==> config.mk <==
export PLATFORM = sky130hd
export DESIGN_NAME = wb_arbiter
export DESIGN_NICKNAME = d
export VERILOG_FILES = /design/src/rtl/wb_arbiter.sv
export SDC_FILE = /design/constraint.sdc
export NUM_CORES = 1
export LEC_CHECK = 0
export ABC_AREA = 1
export CORE_UTILIZATION = 60
export CTS_CLUSTER_DIAMETER = 150
export DETAILED_ROUTE_END_ITERATION = 8
export PLACE_DENSITY = 0.86
export RECOVER_POWER = 25
export SETUP_SLACK_MARGIN = 0.05
export SLEW_MARGIN = 20
export SYNTH_ARGS = -nofsm -noshare
export SYNTH_HDL_FRONTEND = slang
export SYNTH_SLANG_ARGS = --single-unit
==> constraint.sdc <==
create_clock -name clk -period 5.8 [get_ports clk]
set_input_delay 1.16 -clock clk [delete_from_list [all_inputs] [get_ports clk]]
set_output_delay 1.16 -clock clk [all_outputs]
set_load 0.02 [all_outputs]
==> src/rtl/wb_arbiter.sv <==
// Writeback arbiter: three result sources, each with a private 2-entry FIFO, share one output register.
// Define WB_ARB_FIXED_PRIO_EN for fixed priority BR > LSU > ALU; round-robin ALU->LSU->BR otherwise.
module wb_arbiter #(
    parameter int PREG_W = 6,
    parameter int TAG_W  = 4
) (
    input  logic              clk,
    input  logic              reset,
    input  logic              flush_i,

    input  logic              alu_valid_i,
    output logic              alu_ready_o,
    input  logic [TAG_W-1:0]  alu_tag_i,
    input  logic [PREG_W-1:0] alu_rd_i,
    input  logic [31:0]       alu_val_i,

    input  logic              lsu_valid_i,
    output logic              lsu_ready_o,
    input  logic [TAG_W-1:0]  lsu_tag_i,
    input  logic [PREG_W-1:0] lsu_rd_i,
    input  logic [31:0]       lsu_val_i,

    input  logic              br_valid_i,
    output logic              br_ready_o,
    input  logic [TAG_W-1:0]  br_tag_i,
    input  logic [PREG_W-1:0] br_rd_i,
    input  logic [31:0]       br_val_i,
    input  logic              br_mispredict_i,

    output logic              wb_valid_o,
    input  logic              wb_ready_i,
    output logic [TAG_W-1:0]  wb_tag_o,
    output logic [PREG_W-1:0] wb_rd_o,
    output logic [31:0]       wb_val_o,
    output logic [1:0]        wb_src_fu_o,
    output logic              wb_mispredict_o,
    output logic              wb_completed_o
);

    // Entry layout: {mispredict, tag, rd, value}
    localparam int ENT_W = 1 + TAG_W + PREG_W + 32;
    localparam int NSRC  = 3;

    logic [ENT_W-1:0] in_ent [NSRC];
    logic [ENT_W-1:0] head   [NSRC];
    logic [ENT_W-1:0] mem    [NSRC][2];
    logic [1:0]       count  [NSRC];
    logic [NSRC-1:0]  in_valid;
    logic [NSRC-1:0]  src_ready;
    logic [NSRC-1:0]  push;
    logic [NSRC-1:0]  pop;
    logic [NSRC-1:0]  avail;
    logic [NSRC-1:0]  rd_ptr;
    logic [NSRC-1:0]  wr_ptr;
    logic             ready_en;

    logic             out_valid;
    logic [ENT_W-1:0] out_ent;
    logic [1:0]       out_src;

    logic             load;
    logic             gnt_valid;
    logic [1:0]       gnt_idx;

    // Source handshakes. An empty FIFO forwards its incoming entry as the head so an
    // idle arbiter can load a result on the same edge it is accepted.
    always_comb begin
        in_valid  = {br_valid_i, lsu_valid_i, alu_valid_i};
        in_ent[0] = {1'b0, alu_tag_i, alu_rd_i, alu_val_i};
        in_ent[1] = {1'b0, lsu_tag_i, lsu_rd_i, lsu_val_i};
        in_ent[2] = {br_mispredict_i, br_tag_i, br_rd_i, br_val_i};
        src_ready = '0;
        push      = '0;
        avail     = '0;
        for (int s = 0; s < NSRC; s++) begin
            src_ready[s] = ready_en && (count[s] != 2'd2);
            push[s]      = in_valid[s] && src_ready[s] && !flush_i;
            avail[s]     = (count[s] != 2'd0) || push[s];
            head[s]      = (count[s] == 2'd0) ? in_ent[s] : mem[s][rd_ptr[s]];
        end
    end

    assign load = !out_valid || wb_ready_i;

`ifdef WB_ARB_FIXED_PRIO_EN
    always_comb begin
        gnt_valid = 1'b1;
        gnt_idx   = 2'd0;
        if (avail[2])      gnt_idx = 2'd2;
        else if (avail[1]) gnt_idx = 2'd1;
        else if (avail[0]) gnt_idx = 2'd0;
        else               gnt_valid = 1'b0;
    end
`else
    logic [1:0] rr_ptr;
    logic [2:0] cand;

    // Search starting at the pointer, wrapping ALU->LSU->BR.
    always_comb begin
        gnt_valid = 1'b0;
        gnt_idx   = 2'd0;
        cand      = 3'd0;
        for (int i = 0; i < NSRC; i++) begin
            cand = {1'b0, rr_ptr} + 3'(i);
            if (cand >= 3'd3) cand = cand - 3'd3;
            if (!gnt_valid && avail[cand[1:0]]) begin
                gnt_valid = 1'b1;
                gnt_idx   = cand[1:0];
            end
        end
    end

    always_ff @(posedge clk) begin
        if (reset) begin
            rr_ptr <= 2'd0;
        end else if (load && gnt_valid && !flush_i) begin
            rr_ptr <= (gnt_idx == 2'd2) ? 2'd0 : gnt_idx + 2'd1;
        end
    end
`endif

    always_comb begin
        pop = '0;
        for (int s = 0; s < NSRC; s++) begin
            pop[s] = load && gnt_valid && !flush_i && (gnt_idx == 2'(s));
        end
    end

    always_ff @(posedge clk) begin
        for (int s = 0; s < NSRC; s++) begin
            if (push[s]) mem[s][wr_ptr[s]] <= in_ent[s];
        end
    end

    always_ff @(posedge clk) begin
        if (reset) begin
            ready_en  <= 1'b0;
            out_valid <= 1'b0;
            out_ent   <= '0;
            out_src   <= 2'd0;
            rd_ptr    <= '0;
            wr_ptr    <= '0;
            for (int s = 0; s < NSRC; s++) count[s] <= 2'd0;
        end else begin
            ready_en <= 1'b1;
            if (flush_i) begin
                // Pointers realign so an empty FIFO keeps rd_ptr == wr_ptr.
                out_valid <= 1'b0;
                rd_ptr    <= '0;
                wr_ptr    <= '0;
                for (int s = 0; s < NSRC; s++) count[s] <= 2'd0;
            end else begin
                rd_ptr <= rd_ptr ^ pop;
                wr_ptr <= wr_ptr ^ push;
                for (int s = 0; s < NSRC; s++) begin
                    count[s] <= count[s] + 2'(push[s]) - 2'(pop[s]);
                end
                if (load) begin
                    out_valid <= gnt_valid;
                    if (gnt_valid) begin
                        out_ent <= head[gnt_idx];
                        out_src <= gnt_idx;
                    end
                end
            end
        end
    end

    assign alu_ready_o     = src_ready[0];
    assign lsu_ready_o     = src_ready[1];
    assign br_ready_o      = src_ready[2];
    assign wb_valid_o      = out_valid;
    assign wb_completed_o  = out_valid;
    assign wb_mispredict_o = out_ent[ENT_W-1];
    assign wb_tag_o        = out_ent[ENT_W-2 -: TAG_W];
    assign wb_rd_o         = out_ent[32 +: PREG_W];
    assign wb_val_o        = out_ent[31:0];
    assign wb_src_fu_o     = out_src;

endmodule

# Word-level counts from Yosys, hierarchy flattened
# Memories as Yosys holds them, arrays and structs flattened.
# Cells that the tools add are included.
# word_totals
ff_bits,55
ramBits,264
input_bits,134
out_inout_bits,50
elab_cells,152
mem_count,2
# mem_list
name,words,word_bits,rd,rd_ports_with_merged_regs,wr,line_no,source
mem,3,86,3,0,3,46,logic [ENT_W-1:0] mem [NSRC][2];
count,3,2,3,0,3,47,logic [1:0] count [NSRC];
# classes
n_addsub,12
order_cmp,16
n_eq_ne,5
mux,58
bitwise,16
n_reduce_logical,36
# op_table
cell,n
two-way mux 43 bit,17
two-way mux 86 bit,3
demux 43 bit (select 1 bit),3
binary-select mux 43 bit (select 2 bit),1
two-way mux 2 bit,13
logical AND 1 bit,19
two-way mux 1 bit,18
">= comparator 2 bit, second input constant",7
inverter 1 -> 2 bit,6
"less-than comparator 2 x 3 -> 1 bit, second input constant",3
logical NOT 2 bit,4
adder 2 x 1 -> 2 bit,3
binary-select mux 1 bit (select 2 bit),3
">= comparator 3 x 2 -> 1 bit, second input constant",2
"less-than comparator 2 x 1 -> 1 bit, second input constant",3
"!= test 2 bit, second input constant",3
OR 1 bit,6
nonzero test 2 bit,3
subtractor 2 x 1 -> 2 bit,3
"subtractor 2 bit, second input constant",3
bitwise XOR 3 bit,2
logical NOT 1 bit,4
logical OR 1 bit,4
"adder 2 x 1 -> 3 bit, second input constant",1
other kinds (9),9

# Logic depth before layout (Yosys ltp)
# Gate-level depths: netlist of run 1.
# An unclocked memory read counts as a cell.
# depth
word_depth,20
ltp_mapped,20
depth_no_buf,20

# Worst setup path before layout of run 1
# Ideal clock, no wire load.
# synth_timing
path_type,input-to-reg
from,in lsu_valid_i
to,mem count[1][1] (netlist: count[0][3]) (data pin)
setup_ps,147
arrival_ps,3138
required_ps,5653
setup_slack_ps,2515
stages,19
n_path_buf,0
path_cell_list,inv_1 nor2_1 nand3_2 nand3_1 nand2_1 nand2_2 nand2_4 nand2_1 nand2_2 nand2_4 nand2_4 nand2_1 inv_1 ha_1 inv_1 ha_1 xnor2_1 or2_2 a21oi_1
# synth_lines
element,line_no,source
"start, declared",17,"input logic lsu_valid_i,"
"end, declared",47,

==> results of run 1 <==
[sequential cells by signal, indices dropped and copies added (netlist names)]
signal	flops
wb_src_fu_o	2
rr_ptr	2
out_ent	43
wb_completed_o	1
count	6
mem	254
ready_en	1
rd_ptr	3
wr_ptr	3
[cell usage in the layout, fill, tap and decap left out, types with 4 or more instances in the layout]
| master | n |
|---|---|
| nand2_1 | 384 |
| edfxtp_1 | 260 |
| nor2_1 | 196 |
| a31oi_1 | 127 |
| clkdlybuf4s50_1 | 105 |
| nand3_1 | 80 |
| dlygate4sd3_1 | 78 |
| a21oi_1 | 69 |
| dfxtp_1 | 55 |
| inv_1 | 54 |
| clkbuf_16 | 31 |
| clkbuf_1 | 16 |
| o21ai_0 | 15 |
| buf_4 | 13 |
| inv_2 | 8 |
| nand2_2 | 8 |
| ha_1 | 8 |
| o21ai_1 | 6 |
| ha_4 | 6 |
| conb_1 | 6 |
| diode_2 | 4 |
| nand4_1 | 4 |
| clkbuf_8 | 4 |
[worst reg2reg max path, delay by kind of cell (launching register included)]
family | cells | cell delay (ns)
buffers and inverters | 4 | 0.33
and+or+nand+nor | 9 | 1.71
AOI/OAI and AO/OA | 1 | 0.12
adders and majority gates | 3 | 0.84
DFF | 1 | 0.36
xor gates and xnor gates | 1 | 0.13
[cells by family after synthesis]
kind of cell               synth area share
AOI/OAI and AO/OA                    0.0902
buffers and inverters                0.0468
other                              0.000272
xor gates and xnor gates            0.00190
adders and majority gates            0.0127
and+or+nand+nor                       0.203
DFF                                   0.645
[metal layers]
| metal | GRT usage | part of all wire |
|---|---|---|
| met4 | 0.121 | 0.039 |
| met1 | 0.398 | 0.38 |
| met2 | 0.499 | 0.49 |
| met5 | 0 | 0.00090 |
| met3 | 0.0490 | 0.090 |
[report_power, final]
group / switching, W / leakage, nW / internal [W]
combinational: 0.00154 / 3.09 / 0.000747
sequential: 0.0000970 / 2.82 / 0.00261
clock: 0.000806 / 0.456 / 0.00108
total: 0.00244 / 6.37 / 0.00443
[worst paths after layout]
check,start,endpoint,cells after the start
worst max-delay path,flush_i,count[0][1],18
worst min-delay path,rr_ptr[1],rr_ptr[1],2
worst max register to register,rr_ptr[0],count[0][1],18
worst min register to register,rr_ptr[1],rr_ptr[1],2
[stage by stage]
| step | area (um2) | power [W] |
|---|---|---|
| after floorplan | 13800 | 0.00426 |
| after global placement | 15700 | 0.00495 |
| after detailed placement | 15700 | 0.00499 |
| after CTS | 16700 | 0.00686 |
| after global routing | 16700 | 0.00718 |
| final | 16700 | 0.00688 |
[area by class of cell]
| class | instances | area (um2) | share of cell area |
|---|---|---|---|
| diodes | 4 | 10.0 | 0.000598 |
| clock buffers | 51 | 891 | 0.0532 |
| clock inverters | 5 | 52.6 | 0.00314 |
| inverters | 65 | 244 | 0.0146 |
| multi-input cells | 926 | 4350 | 0.260 |
| flip-flops and latches | 315 | 8910 | 0.532 |
| well taps | 285 | 357 | 0.0213 |
| repair buffers | 196 | 1930 | 0.115 |
==> impl_results.md, run 1 <==
* Most frequent CP cell: inv_1
* Die W at 154 um
* Worst-path maximum fanout at 44
* DP Wirelength at 23.4 mm
* Synth cell count leaders: 384 x nand2_1, 260 x edfxtp_1, 196 x nor2_1, 127 x a31oi_1, 80 x nand3_1
* Die H at 154 um
* Initial drt markers at 1080
* Yosys reg bits at 315
* Pin count of the biggest net entering global routing at 87
* Distinct cells, synth at 29
* Final Cycle Share at 0.719
* Slew @ Worst Pin at 0.829 ns
* Setup CP Type: in2reg
* Initial antenna violation count at 6
* Post-synth EDFFs at 260
* Hold Buf Count CTS at 0
* # port buffers at 183
* Std cell rows at 55
* Clock Sinks at 315
* DR DRC count at 0
* ANT nets after route at 0
* YS warnings at 0
* Slowest cell delay on critical path at 0.59 ns
* Total Routing Usage GR at 0.301
* Dpl cells at 1787
* Gp weighted congestion at 0.984
* Asr flop ratio synth at 0
* CP bufs+invs at 4
* Worst endpoint required time at 6.20 ns
* Cell Chain, Critical Path: clkdlybuf4s50_1 -> inv_1 -> nand4_1 -> nand2_2 -> nand2_1 -> nand2_2 -> nand2_4 -> nand4_4 -> nand2_4 -> nor2_1 -> nand2_1 -> inv_1 -> ha_1 -> inv_1 -> ha_1 -> xnor2_1 -> or2_2 -> a21oi_1
* Nets at 1682
* Primary FF master, synth: edfxtp_1
* Core Util, Final at 0.742
* Clock transition at path regs at 0.06 ns
* Pwr dens at 411 mW/mm2
* Post-Place Worst Slack at 1.17 ns
* Tmin final at 4.17 ns
* Area added between synthesis and finish at 21.2%
* R2R Setup Slk at 2.14 ns
* Area of the die at 0.0236 mm2
* Top-count cell post-synth: nand2_1
* Post-Route WL at 35.6 mm
* Worst-Skew Late Latency at 0.55 ns
* Final WS setup at 1.63 ns
* Status: completed
* Slew Limit Fails at 0
* CTS Buf Count at 30
* PostCTS Resize Cnt at 0
* CP endpoint kind: flip-flop
* Slowest cell on crit path: clkdlybuf4s50_1
* Via-to-Cell Ratio at 5.89
* DR WL/cell at 19.3 um
* Fillers at 1518
* Layout Cells excl Fill at 1847
* CP Data Arrival Time at 4.57 ns
* Io pins at 184
* Worst Clk Skew at 0.00957 ns
* Fin Hold WS at 0.502 ns
* Yosys top cell by area: edfxtp_1
* Vias at 10900
* TritonRoute pass-1 iters at 6
* CORE AREA at 0.0226 mm2
* Layout cell share with drive strength beyond 1 at 0.0571
* CTS tree: done
* Initial Util at 0.612
* Setup_tns at 0 ns
* Max frequency at 240 MHz
* Max Cap Violations at 0
* Worst Hold Class: reg2reg
* Slew HR at 0.447
* Synthesized instance count at 1386
* First-pass GRT wire length at 55.0 mm
* Final hold viol count at 0
* Max clock buf depth at 3
* Top cells by area, synth: edfxtp_1 57%, nand2_1 10%, dfxtp_1 8.0%
* Seq/Total Area, Yosys at 0.645
* Clk root buf: clkbuf_16
* Worst Setup Start Kind: input pin
* RSZ-0062 raised after global routing: false
* Peak VDD IR at 0.247 mV
* Pleak at 6.37 nW
* Post-CTS Setup Inserts at 0
* H-tree depth at 1
* Mean post-synth cell area at 9.96 um2
* Vias in the first global route at 10400
* Gr ovfl total at 0
* Synth top area share at 0.565
* Cell family with most CP delay: simple AND/OR/NAND/NOR gates
* Post-Syn Area at 0.0138 mm2
* Final setup viols at 0
No activity file was read; power rests on OpenSTA's default activity.
==> inputs of run 2 (changes only) <==
CORE_UTILIZATION = 50   (was 60)
PLACE_DENSITY = 0.76   (was 0.86)
clock period = 3.4 ns   (was 5.8 ns; I/O delays follow)
==> run 2 against run 1 <==
  * Count of clock-buffer cells in the layout decreased by 7
  * Highest routed layer unchanged
  * Total power grew 81%
  * Worst setup slack got worse by 1.2 ns
  * Routed wire length is 3.8% higher
  * Flip-flop and latch count did not move
  * Sequential power increased by 70%
  * First-iteration DRC count fell by 5.4%
==> impl_results.md, run 2 (synthesis results as in run 1) <==
* Status: completed (unchanged)
* Max Cap Violations at 0 (unchanged)
* Layout cell share with drive strength beyond 1 at 0.0788 (was 0.0571)
* CORE AREA at 0.0270 mm2 (was 0.0226 mm2)
* Max clock buf depth at 3 (unchanged)
* Hold Path Stages at 2 (unchanged)
* DR DRC count at 0 (unchanged)
* Vias in the first global route at 10500 (was 10400)
* Hold Crit Start: out_ent[42] (was rr_ptr[1])
* RSZ-0062 raised after global routing: false (unchanged)
* Slew Limit Fails at 0 (unchanged)
* Worst Hold Class: reg2reg (unchanged)
* FF/Latch Area at 0.00891 mm2 (about the same)
* H-tree depth at 2 (was 1)
* Die H at 168 um (was 154 um)
* CTS Buf Count at 34 (was 30)
* Slew @ Worst Pin at 0.952 ns (was 0.829 ns)
* Area of the die at 0.0283 mm2 (was 0.0236 mm2)
* Tmin final at 3.00 ns
* Layout Cells excl Fill at 1933 (was 1847)
* # port buffers at 183 (unchanged)
* Multi-input logic area at 0.00429 mm2 (was 0.00435 mm2)
* DP Wirelength at 24.0 mm (was 23.4 mm)
* Gp weighted congestion at 0.923 (was 0.984)
* CP Data Arrival Time at 3.36 ns (was 4.57 ns)
* TritonRoute pass-1 iters at 5 (was 6)
* Pwr Total at 0.0124 W (was 0.00688 W)
* Std cell rows at 60 (was 55)
* Slowest cell on crit path: clkdlybuf4s50_1 (unchanged)
* Worst R2R End: count[0][3] (was count[0][1])
* Cell Chain, Critical Path: clkdlybuf4s50_1 -> inv_1 -> nand4_1 -> nand2_2 -> nand2_1 -> nand2_2 -> nand2_4 -> nand4_1 -> nand2_2 -> inv_2 -> nand2_1 -> inv_1 -> ha_1 -> inv_1 -> ha_1 -> xnor2_1 -> or2_2 -> a21oi_1 (was clkdlybuf4s50_1 -> inv_1 -> nand4_1 -> nand2_2 -> nand2_1 -> nand2_2 -> nand2_4 -> nand4_4 -> nand2_4 -> nor2_1 -> nand2_1 -> inv_1 -> ha_1 -> inv_1 -> ha_1 -> xnor2_1 -> or2_2 -> a21oi_1)
* Pwr dens at 722 mW/mm2 (was 411 mW/mm2)
* Post-placement cell area at 0.0160 mm2 (was 0.0157 mm2)
* Slew HR at 0.365 (was 0.447)
* Worst Setup Start Kind: input pin (unchanged)
* Worst-path maximum fanout at 8 (was 44)
* Most common cell after layout, fill and taps aside: nand2_1 (unchanged)
* CTS tree: done (unchanged)
* Crit. Startpoint: flush_i (unchanged)
* Worst r2r src: rr_ptr[0] (unchanged)
* Final setup viols at 0 (unchanged)
* Clk root buf: clkbuf_16 (unchanged)
* Pleak at 6.59 nW (was 6.37 nW)
* Worst-case reg-to-reg path depth at 18 (unchanged)
* Worst Clk Skew at 0.0184 ns (was 0.00957 ns)
* Design Area, Final at 0.0172 mm2 (was 0.0167 mm2)
* R2R Setup Slk at 0.43 ns (was 2.14 ns)
* Worst endpoint required time at 3.76 ns (was 6.20 ns)
* PostCTS Resize Cnt at 0 (unchanged)
* CP bufs+invs at 5 (was 4)
* Final Cycle Share at 0.883
* Post-Route WL at 37.0 mm (was 35.6 mm)
* Final hold viol count at 0 (unchanged)
* Peak VDD IR at 0.481 mV (was 0.247 mV)
* Fin Hold WS at 0.505 ns (was 0.502 ns)
* Most frequent cells in the layout: 384 x nand2_1, 260 x edfxtp_1, 196 x nor2_1 (unchanged)
* Pin count of the biggest net entering global routing at 75 (was 87)
* Vias at 10800 (was 10900)
* Largest register FFs at 254 (unchanged)
* Nets at 1708 (was 1682)
* Setup CP Type: in2reg (unchanged)
* Area added between synthesis and finish at 24.5% (was 21.2%)
* Clock Sinks at 315 (unchanged)
* Hold Path End: out_ent[42] (was rr_ptr[1])
* First-pass GRT wire length at 56.4 mm (was 55.0 mm)
* Initial drt markers at 1022 (was 1080)
* Cell family with most CP delay: simple AND/OR/NAND/NOR gates (unchanged)
* Initial antenna violation count at 8 (was 6)
* Dpl cells at 1865 (was 1787)
* DR WL/cell at 19.1 um (was 19.3 um)
* Post-CTS Setup Inserts at 0 (unchanged)
* ANT nets after route at 0 (unchanged)
* Fillers at 2163 (was 1518)
* Initial Util at 0.511 (was 0.612)
* Slowest cell delay on critical path at 0.52 ns (was 0.59 ns)
* Total Routing Usage GR at 0.260 (was 0.301)
* Gr ovfl total at 0 (unchanged)
* Worst-Skew Late Latency at 0.52 ns (was 0.55 ns)
* Die W at 168 um (was 154 um)
* Max frequency at 333 MHz
* CP endpoint kind: flip-flop (unchanged)
* Via-to-Cell Ratio at 5.59 (was 5.89)
* Hold Buf Count CTS at 0 (unchanged)
* Clock transition at path regs at 0.06 ns (about the same)
* Io pins at 184 (unchanged)
[run 2: stage by stage]
| step | setup slack [ns] | TNS (ns) | utilization |
|---|---|---|---|
| 5_1_grt | 0.182 | 0 | 0.636 |
| 2_1_floorplan | 0.595 | 0 | - |
| 3_3_place_gp | 0.00195 | 0 | 0.593 |
| 6_report | 0.399 | 0 | 0.636 |
| 4_1_cts | 0.419 | 0 | 0.636 |
| 3_5_place_dp | -0.0956 | -0.279 | 0.593 |
[run 2: worst max path at each step]
stage | end | slack (ns) | cells after the start
3_3_place_gp | count[0][1] | 0.002 | 18
4_1_cts | count[0][5] | 0.42 | 17
3_5_place_dp | count[0][3] | -0.1 | 18
2_1_floorplan | count[0][3] | 0.60 | 19
6_report | count[0][3] | 0.40 | 18
5_1_grt | count[0][3] | 0.18 | 18
[run 2: area by class of cell]
type	instances	area share
clock inverters	18	0.00975
multi-input cells	926	0.249
well taps	341	0.0248
inverters	65	0.0143
clock buffers	44	0.0571
repair buffers	218	0.125
diodes	6	0.000873
flip-flops and latches	315	0.518
[run 2: layer usage]
| layer | global-route usage | vias up | share of wire |
|---|---|---|---|
| met5 | 0 | - | 0.0011 |
| met4 | 0.108 | 6 | 0.036 |
| met3 | 0.0562 | 85 | 0.074 |
| met2 | 0.442 | 443 | 0.49 |
| met1 | 0.324 | 5148 | 0.40 |
| li1 | - | 5128 | - |
[run 2: power by group]
group | total (W) | internal [W] | switching (W) | leakage (nW)
sequential | 0.00460 | 0.00444 | 0.000158 | 2.82
combinational | 0.00405 | 0.00138 | 0.00267 | 3.21
clock | 0.00377 | 0.00227 | 0.00150 | 0.564
total | 0.0124 | 0.00809 | 0.00432 | 6.59
[run 2: worst register-to-register path: stages, from the launching register on]
cell     delay (ns)
dfxtp_1        0.36
inv_1          0.06
ha_1           0.37
inv_2          0.15
nand3_1        0.11
nand2_1        0.08
nand2_1        0.06
nand2_2        0.10
nand4_1        0.15
nand2_2        0.15
inv_2          0.06
nand2_1        0.07
inv_1          0.05
ha_1           0.26
inv_1          0.04
ha_1           0.20
xnor2_1        0.14
or2_2          0.27
a21oi_1        0.14
